$ cat src/rtl/rng_arbiter.sv
// rng_arbiter
// Sequences the shared 4-lane 9-bit LFSR RNG and hands one 4-bit sample per
// cycle to one of NUM_REQ game requesters using round-robin arbitration.
// This block is the only driver of the RNG seed and init pins.
//
// Ports:
//   clk, rst             clock; synchronous active-high reset
//   reseed               single-cycle request to reseed the RNG
//   seed_mix[8:0]        external entropy, mixed into new seeds
//   rn_in[3:0]           RNG output bits
//   rng_init             RNG init pulse (high for the one SEED cycle)
//   rng_seed0..3[8:0]    RNG lane seeds
//   req[NUM_REQ-1:0]     level request per requester
//   grant[NUM_REQ-1:0]   one-hot grant pulse
//   rnd_out[3:0]         sample for the granted requester (holds otherwise)
//   rnd_valid            high with any grant bit
//   busy                 high whenever not serving
//
// state  | meaning
// SEED   | rng_init asserted for one cycle, seeds presented to RNG
// WARMUP | RNG free-running for WARMUP_CYCLES cycles, no grants
// SERVE  | one sample per cycle granted round-robin
module rng_arbiter #(
    parameter int NUM_REQ       = 4,
    parameter int WARMUP_CYCLES = 16
) (
    input  logic               clk,
    input  logic               rst,
    input  logic               reseed,
    input  logic [8:0]         seed_mix,
    input  logic [3:0]         rn_in,
    output logic               rng_init,
    output logic [8:0]         rng_seed0,
    output logic [8:0]         rng_seed1,
    output logic [8:0]         rng_seed2,
    output logic [8:0]         rng_seed3,
    input  logic [NUM_REQ-1:0] req,
    output logic [NUM_REQ-1:0] grant,
    output logic [3:0]         rnd_out,
    output logic               rnd_valid,
    output logic               busy
);

    localparam int PTR_W = (NUM_REQ > 1) ? $clog2(NUM_REQ) : 1;

    localparam logic [8:0] LANE0 = 9'h0A5;
    localparam logic [8:0] LANE1 = 9'h13C;
    localparam logic [8:0] LANE2 = 9'h1F0;
    localparam logic [8:0] LANE3 = 9'h067;

    localparam logic [7:0]       WARM_LAST = 8'(WARMUP_CYCLES - 1);
    localparam logic [PTR_W-1:0] PTR_LAST  = PTR_W'(NUM_REQ - 1);
    localparam logic [PTR_W:0]   NREQ_W    = (PTR_W + 1)'(NUM_REQ);

    typedef enum logic [1:0] {
        ST_SEED,
        ST_WARMUP,
        ST_SERVE
    } state_t;

    state_t           state;
    state_t           state_nxt;
    logic             capture;
    logic [7:0]       warm_cnt;
    logic [8:0]       ent_cnt;
    logic [PTR_W-1:0] ptr;
    logic [PTR_W-1:0] sel_idx;
    logic             sel_found;
    logic [PTR_W:0]   cand_sum;
    logic [PTR_W-1:0] cand;

    // An all-zero LFSR state never leaves zero, so force such seeds to 1.
    function automatic logic [8:0] nonzero(input logic [8:0] v);
        return (v == 9'h000) ? 9'h001 : v;
    endfunction

    always_ff @(posedge clk) begin
        if (rst) begin
            state <= ST_SEED;
        end else begin
            state <= state_nxt;
        end
    end

    always_comb begin
        state_nxt = state;
        rng_init  = 1'b0;
        busy      = 1'b1;
        capture   = 1'b0;
        case (state)
            ST_SEED: begin
                rng_init  = 1'b1;
                state_nxt = ST_WARMUP;
            end
            ST_WARMUP: begin
                if (reseed) begin
                    capture   = 1'b1;
                    state_nxt = ST_SEED;
                end else if (warm_cnt == WARM_LAST) begin
                    state_nxt = ST_SERVE;
                end
            end
            ST_SERVE: begin
                busy = 1'b0;
                if (reseed) begin
                    capture   = 1'b1;
                    state_nxt = ST_SEED;
                end
            end
            default: state_nxt = ST_SEED;
        endcase
    end

    // Round-robin search starting at ptr; ptr + k stays below 2*NUM_REQ,
    // so a single conditional subtract implements the modulo.
    always_comb begin
        sel_found = 1'b0;
        sel_idx   = '0;
        cand_sum  = '0;
        cand      = '0;
        for (int k = 0; k < NUM_REQ; k++) begin
            cand_sum = {1'b0, ptr} + (PTR_W + 1)'(k);
            if (cand_sum >= NREQ_W) begin
                cand_sum = cand_sum - NREQ_W;
            end
            cand = cand_sum[PTR_W-1:0];
            if (!sel_found && req[cand]) begin
                sel_found = 1'b1;
                sel_idx   = cand;
            end
        end
    end

    always_ff @(posedge clk) begin
        if (rst) begin
            warm_cnt  <= '0;
            ent_cnt   <= '0;
            ptr       <= '0;
            grant     <= '0;
            rnd_out   <= '0;
            rnd_valid <= 1'b0;
            rng_seed0 <= LANE0;
            rng_seed1 <= LANE1;
            rng_seed2 <= LANE2;
            rng_seed3 <= LANE3;
        end else begin
            ent_cnt   <= ent_cnt + 9'd1;
            warm_cnt  <= (state == ST_WARMUP) ? warm_cnt + 8'd1 : 8'd0;
            grant     <= '0;
            rnd_valid <= 1'b0;
            if (capture) begin
                rng_seed0 <= nonzero(ent_cnt ^ seed_mix ^ LANE0);
                rng_seed1 <= nonzero(ent_cnt ^ seed_mix ^ LANE1);
                rng_seed2 <= nonzero(ent_cnt ^ seed_mix ^ LANE2);
                rng_seed3 <= nonzero(ent_cnt ^ seed_mix ^ LANE3);
            end
            // Reseed outranks any pending request on the same edge.
            if (state == ST_SERVE && !reseed && sel_found) begin
                grant     <= NUM_REQ'(1) << sel_idx;
                rnd_valid <= 1'b1;
                rnd_out   <= rn_in;
                ptr       <= (sel_idx == PTR_LAST) ? '0 : sel_idx + 1'b1;
            end
        end
    end

endmodule
$ cat config.mk
export PLATFORM = sky130hd
export DESIGN_NAME = rng_arbiter
export DESIGN_NICKNAME = d
export VERILOG_FILES = /design/src/rtl/rng_arbiter.sv
export SDC_FILE = /design/constraint.sdc
export NUM_CORES = 1
export LEC_CHECK = 0
export ABC_AREA = 1
export BUFFER_PORTS_ARGS = -buffer_cell sky130_fd_sc_hd__buf_2
export CORE_MARGIN = 10
export CORE_UTILIZATION = 54
export DETAILED_ROUTE_END_ITERATION = 10
export PLACE_DENSITY = 0.85
export SYNTH_ARGS = -nofsm -noshare
export SYNTH_HDL_FRONTEND = slang
export SYNTH_SLANG_ARGS = --single-unit
$ cat constraint.sdc
create_clock -name clk -period 3.8 [get_ports clk]
set_input_delay 0.57 -clock clk [delete_from_list [all_inputs] [get_ports clk]]
set_output_delay 0.57 -clock clk [all_outputs]
set_load 0.05 [all_outputs]
==> impl_metrics.env <==
export IMPL_arrival_ps=2770
export IMPL_intPower_mw=1.15
export IMPL_crit_path_end_kind="flop"
export IMPL_cts_buffer_depth=2
export IMPL_root_buffer="clkbuf_8"
export IMPL_drive_above_1_share=0.232
export IMPL_tns_ps=0
export IMPL_insertion_delay_ps=340
export IMPL_fmax_mhz=391
export IMPL_num_vias=2554
export IMPL_area_growth_pct=20.4
export IMPL_dr_pass1_iters=5
export IMPL_drt_initial_drc_count=173
export IMPL_fp_row_count=25
export IMPL_status="finished, final reports clean"
export IMPL_syn_avg_cell_area_um2=7.45
export IMPL_grt_pass1_wl_um=10700
export IMPL_p_switching_mw=0.592
export IMPL_ctsHtreeMaxLevel=3
export IMPL_powerDensity_mw_per_mm2=527
export IMPL_fin_crit_ps=2560
export IMPL_finalNonFillerCells=507
export IMPL_yosysWarnings=0
export IMPL_start_util=0.571
export IMPL_die_h_um=91.3
export IMPL_die_area_mm2=0.00834
export IMPL_post_cts_setup_buffers=0
export IMPL_hold_buffers=0
export IMPL_grt_setup_unrepaired="no"
export IMPL_routed_wirelength_um=6530
export IMPL_path_delay_family="simple AND/OR/NAND/NOR gates"
export IMPL_hpwl_um=4880
export IMPL_slew_violations=0
export IMPL_fin_skew_ps=5.50
export IMPL_ys_seq_area_frac=0.481
export IMPL_ys_types=27
export IMPL_num_antenna_cells=0
export IMPL_grt_pass1_vias=2331
export IMPL_seq_power_share=0.444
export IMPL_place_congestion=0.903
export IMPL_critical_path_required_ps=4020
export IMPL_r2r_slack_ps=1240
export IMPL_wl_per_cell_um=12.9
export IMPL_leakagePower_nw=1.56
export IMPL_irDropWorstVdd_mv=0.260
export IMPL_path_clk_slew_ps=70
export IMPL_placed_area_mm2=0.00312
export IMPL_slew_headroom=0.399
export IMPL_cap_violations=0
export IMPL_grt_start_max_net_pins=30
export IMPL_syn_area_mm2=0.00275
export IMPL_grt_antenna_before_repair=0
export IMPL_cp_cell_sequence="inv_1, ha_1, nand2_1, inv_1, a21oi_1, nand2_1"
export IMPL_io_pins=67
export IMPL_ys_seq_elements=66
export IMPL_tritoncts="built"
export IMPL_drc=0
export IMPL_synth_nets=394
export IMPL_report_final_setup_viol=0
export IMPL_dp_cells=492
export IMPL_crit_type="reg -> reg"
export IMPL_synth_cells=369
export IMPL_via_per_inst=5.04
export IMPL_grt_overflow=0
export IMPL_fp_coreArea_mm2=0.00482
export IMPL_fin_crit_sh=0.673
export IMPL_postLayoutCellArea_mm2=0.00331
export IMPL_hp_class="reg -> reg"
export IMPL_cts_num_sinks=66
export IMPL_ant_nets=0
export IMPL_cp_max_fo=29
export IMPL_globalRouteTotalUtil=0.155
export IMPL_comb_power_share=0.229
export IMPL_final_hold_viol_count=0
export IMPL_switching_share=0.339
export IMPL_cp_buffers_inverters=2
export IMPL_nets=461
export IMPL_cts_buffers=9
export IMPL_port_buffers=66
export IMPL_die_x_um=91.3
export IMPL_crit_slowest_cell="nand2_1"
export IMPL_clockPowerShare=0.327
export IMPL_worstMarginPinSlew_ps=900
export IMPL_cts_resized=0
export IMPL_crit_path_max_incr_delay_ps=670
export IMPL_start_kind="flop"
==> cells in the mapped netlist, drive strengths merged <==
library cell  instances  area share
nand3                18       0.042
xnor2                 5       0.016
and3                  1      0.0023
nor3                  7       0.015
dfxtp                66        0.48
clkbuf                8       0.011
or2                   1      0.0023
o21ai                19       0.035
o211ai                1      0.0027
buf                   2      0.0055
nand4                 4      0.0091
nand2               100        0.15
xor2                  5       0.016
nor4                  3      0.0068
a211oi                1      0.0027
ha                    5       0.023
a21oi                31       0.056
inv                  41       0.056
nor2                 51       0.073
==> final cells by class <==
class                      instances  area, um2
multi-input combinational        252       1230
timing repair buffer              66        330
clock buffer                      10        138
inverter                          41        154
sequential                        66       1320
tap                               67       83.8
clock inverter                     5       55.1
fill                             415       1510
==> power by group through the flow <==
stage,Clock (mW),Combinational [mW],Sequential [mW]
global placement,0,0.392,0.788
floorplan,0,0.154,0.940
detailed placement,0,0.398,0.789
finish,0.570,0.400,0.774
global route,0.612,0.434,0.780
CTS,0.578,0.401,0.774
==> registers in the layout, summed over array words and instances, names as in the netlist <==
signal and count:
rng_seed3 9, ptr 2, rng_seed0 9, warm_cnt 8
rng_seed1 9, ent_cnt 9, rng_seed2 9, grant 4
rnd_out 4, rnd_valid 1, state 2
==> cell usage in the layout (no fill, tap or decap), types with 2 or more instances in the layout <==
cell type / count
nand4_1: 4
nor3_1: 6
xnor2_1: 5
clkinvlp_4: 2
nand3_1: 13
inv_2: 4
inv_1: 37
nand3_2: 5
xor2_1: 5
dfxtp_1: 66
o21ai_0: 19
ha_1: 5
buf_2: 66
nand2_1: 92
nand2_2: 7
clkinv_2: 2
nor2_1: 49
nor4_1: 3
clkbuf_8: 10
a21oi_1: 31
==> worst paths after layout <==
kind | cells after the start | startpoint | endpoint
worst min-delay path | 2 | rng_seed0[7]$_SDFFE_PP1P_ | rng_seed0[7]$_SDFFE_PP1P_
worst max-delay path | 6 | state[1]$_SDFFE_PP0P_ | rng_seed2[5]$_SDFFE_PP1P_
worst min register to register | 2 | rng_seed0[7]$_SDFFE_PP1P_ | rng_seed0[7]$_SDFFE_PP1P_
worst max register to register | 6 | state[1]$_SDFFE_PP0P_ | rng_seed2[5]$_SDFFE_PP1P_
==> worst register-to-register path: stages, from the launching register on <==
cell     delay, ps
dfxtp_1        360
inv_1           70
ha_1           280
nand2_1        670
inv_1          530
a21oi_1        430
nand2_1        100
==> through the flow <==
stage                     setup WS (ps)  total power, mW   util  hold slack [ps]
final                              1240             1.74  0.687              449
after detailed placement           1280             1.19  0.647              436
after floorplan                    2110             1.09      -              418
after global routing               1040             1.83  0.687              472
after global placement             1380             1.18  0.647              432
after CTS                          1270             1.75  0.687              453
==> cells by family after synthesis <==
| family | synth area share |
|---|---|
| xor gates and xnor gates | 0.0319 |
| buffers and inverters | 0.0724 |
| AOI/OAI and AO/OA | 0.0965 |
| adders and majority gates | 0.0228 |
| and+or+nand+nor | 0.296 |
| DFF | 0.481 |
==> layer usage <==
layer  GRT usage  wire, um
met1       0.179      2870
met2       0.251      3000
met3      0.0477       546
met4      0.0836       110
met5           0         0
No activity file was read; power rests on OpenSTA's default activity.
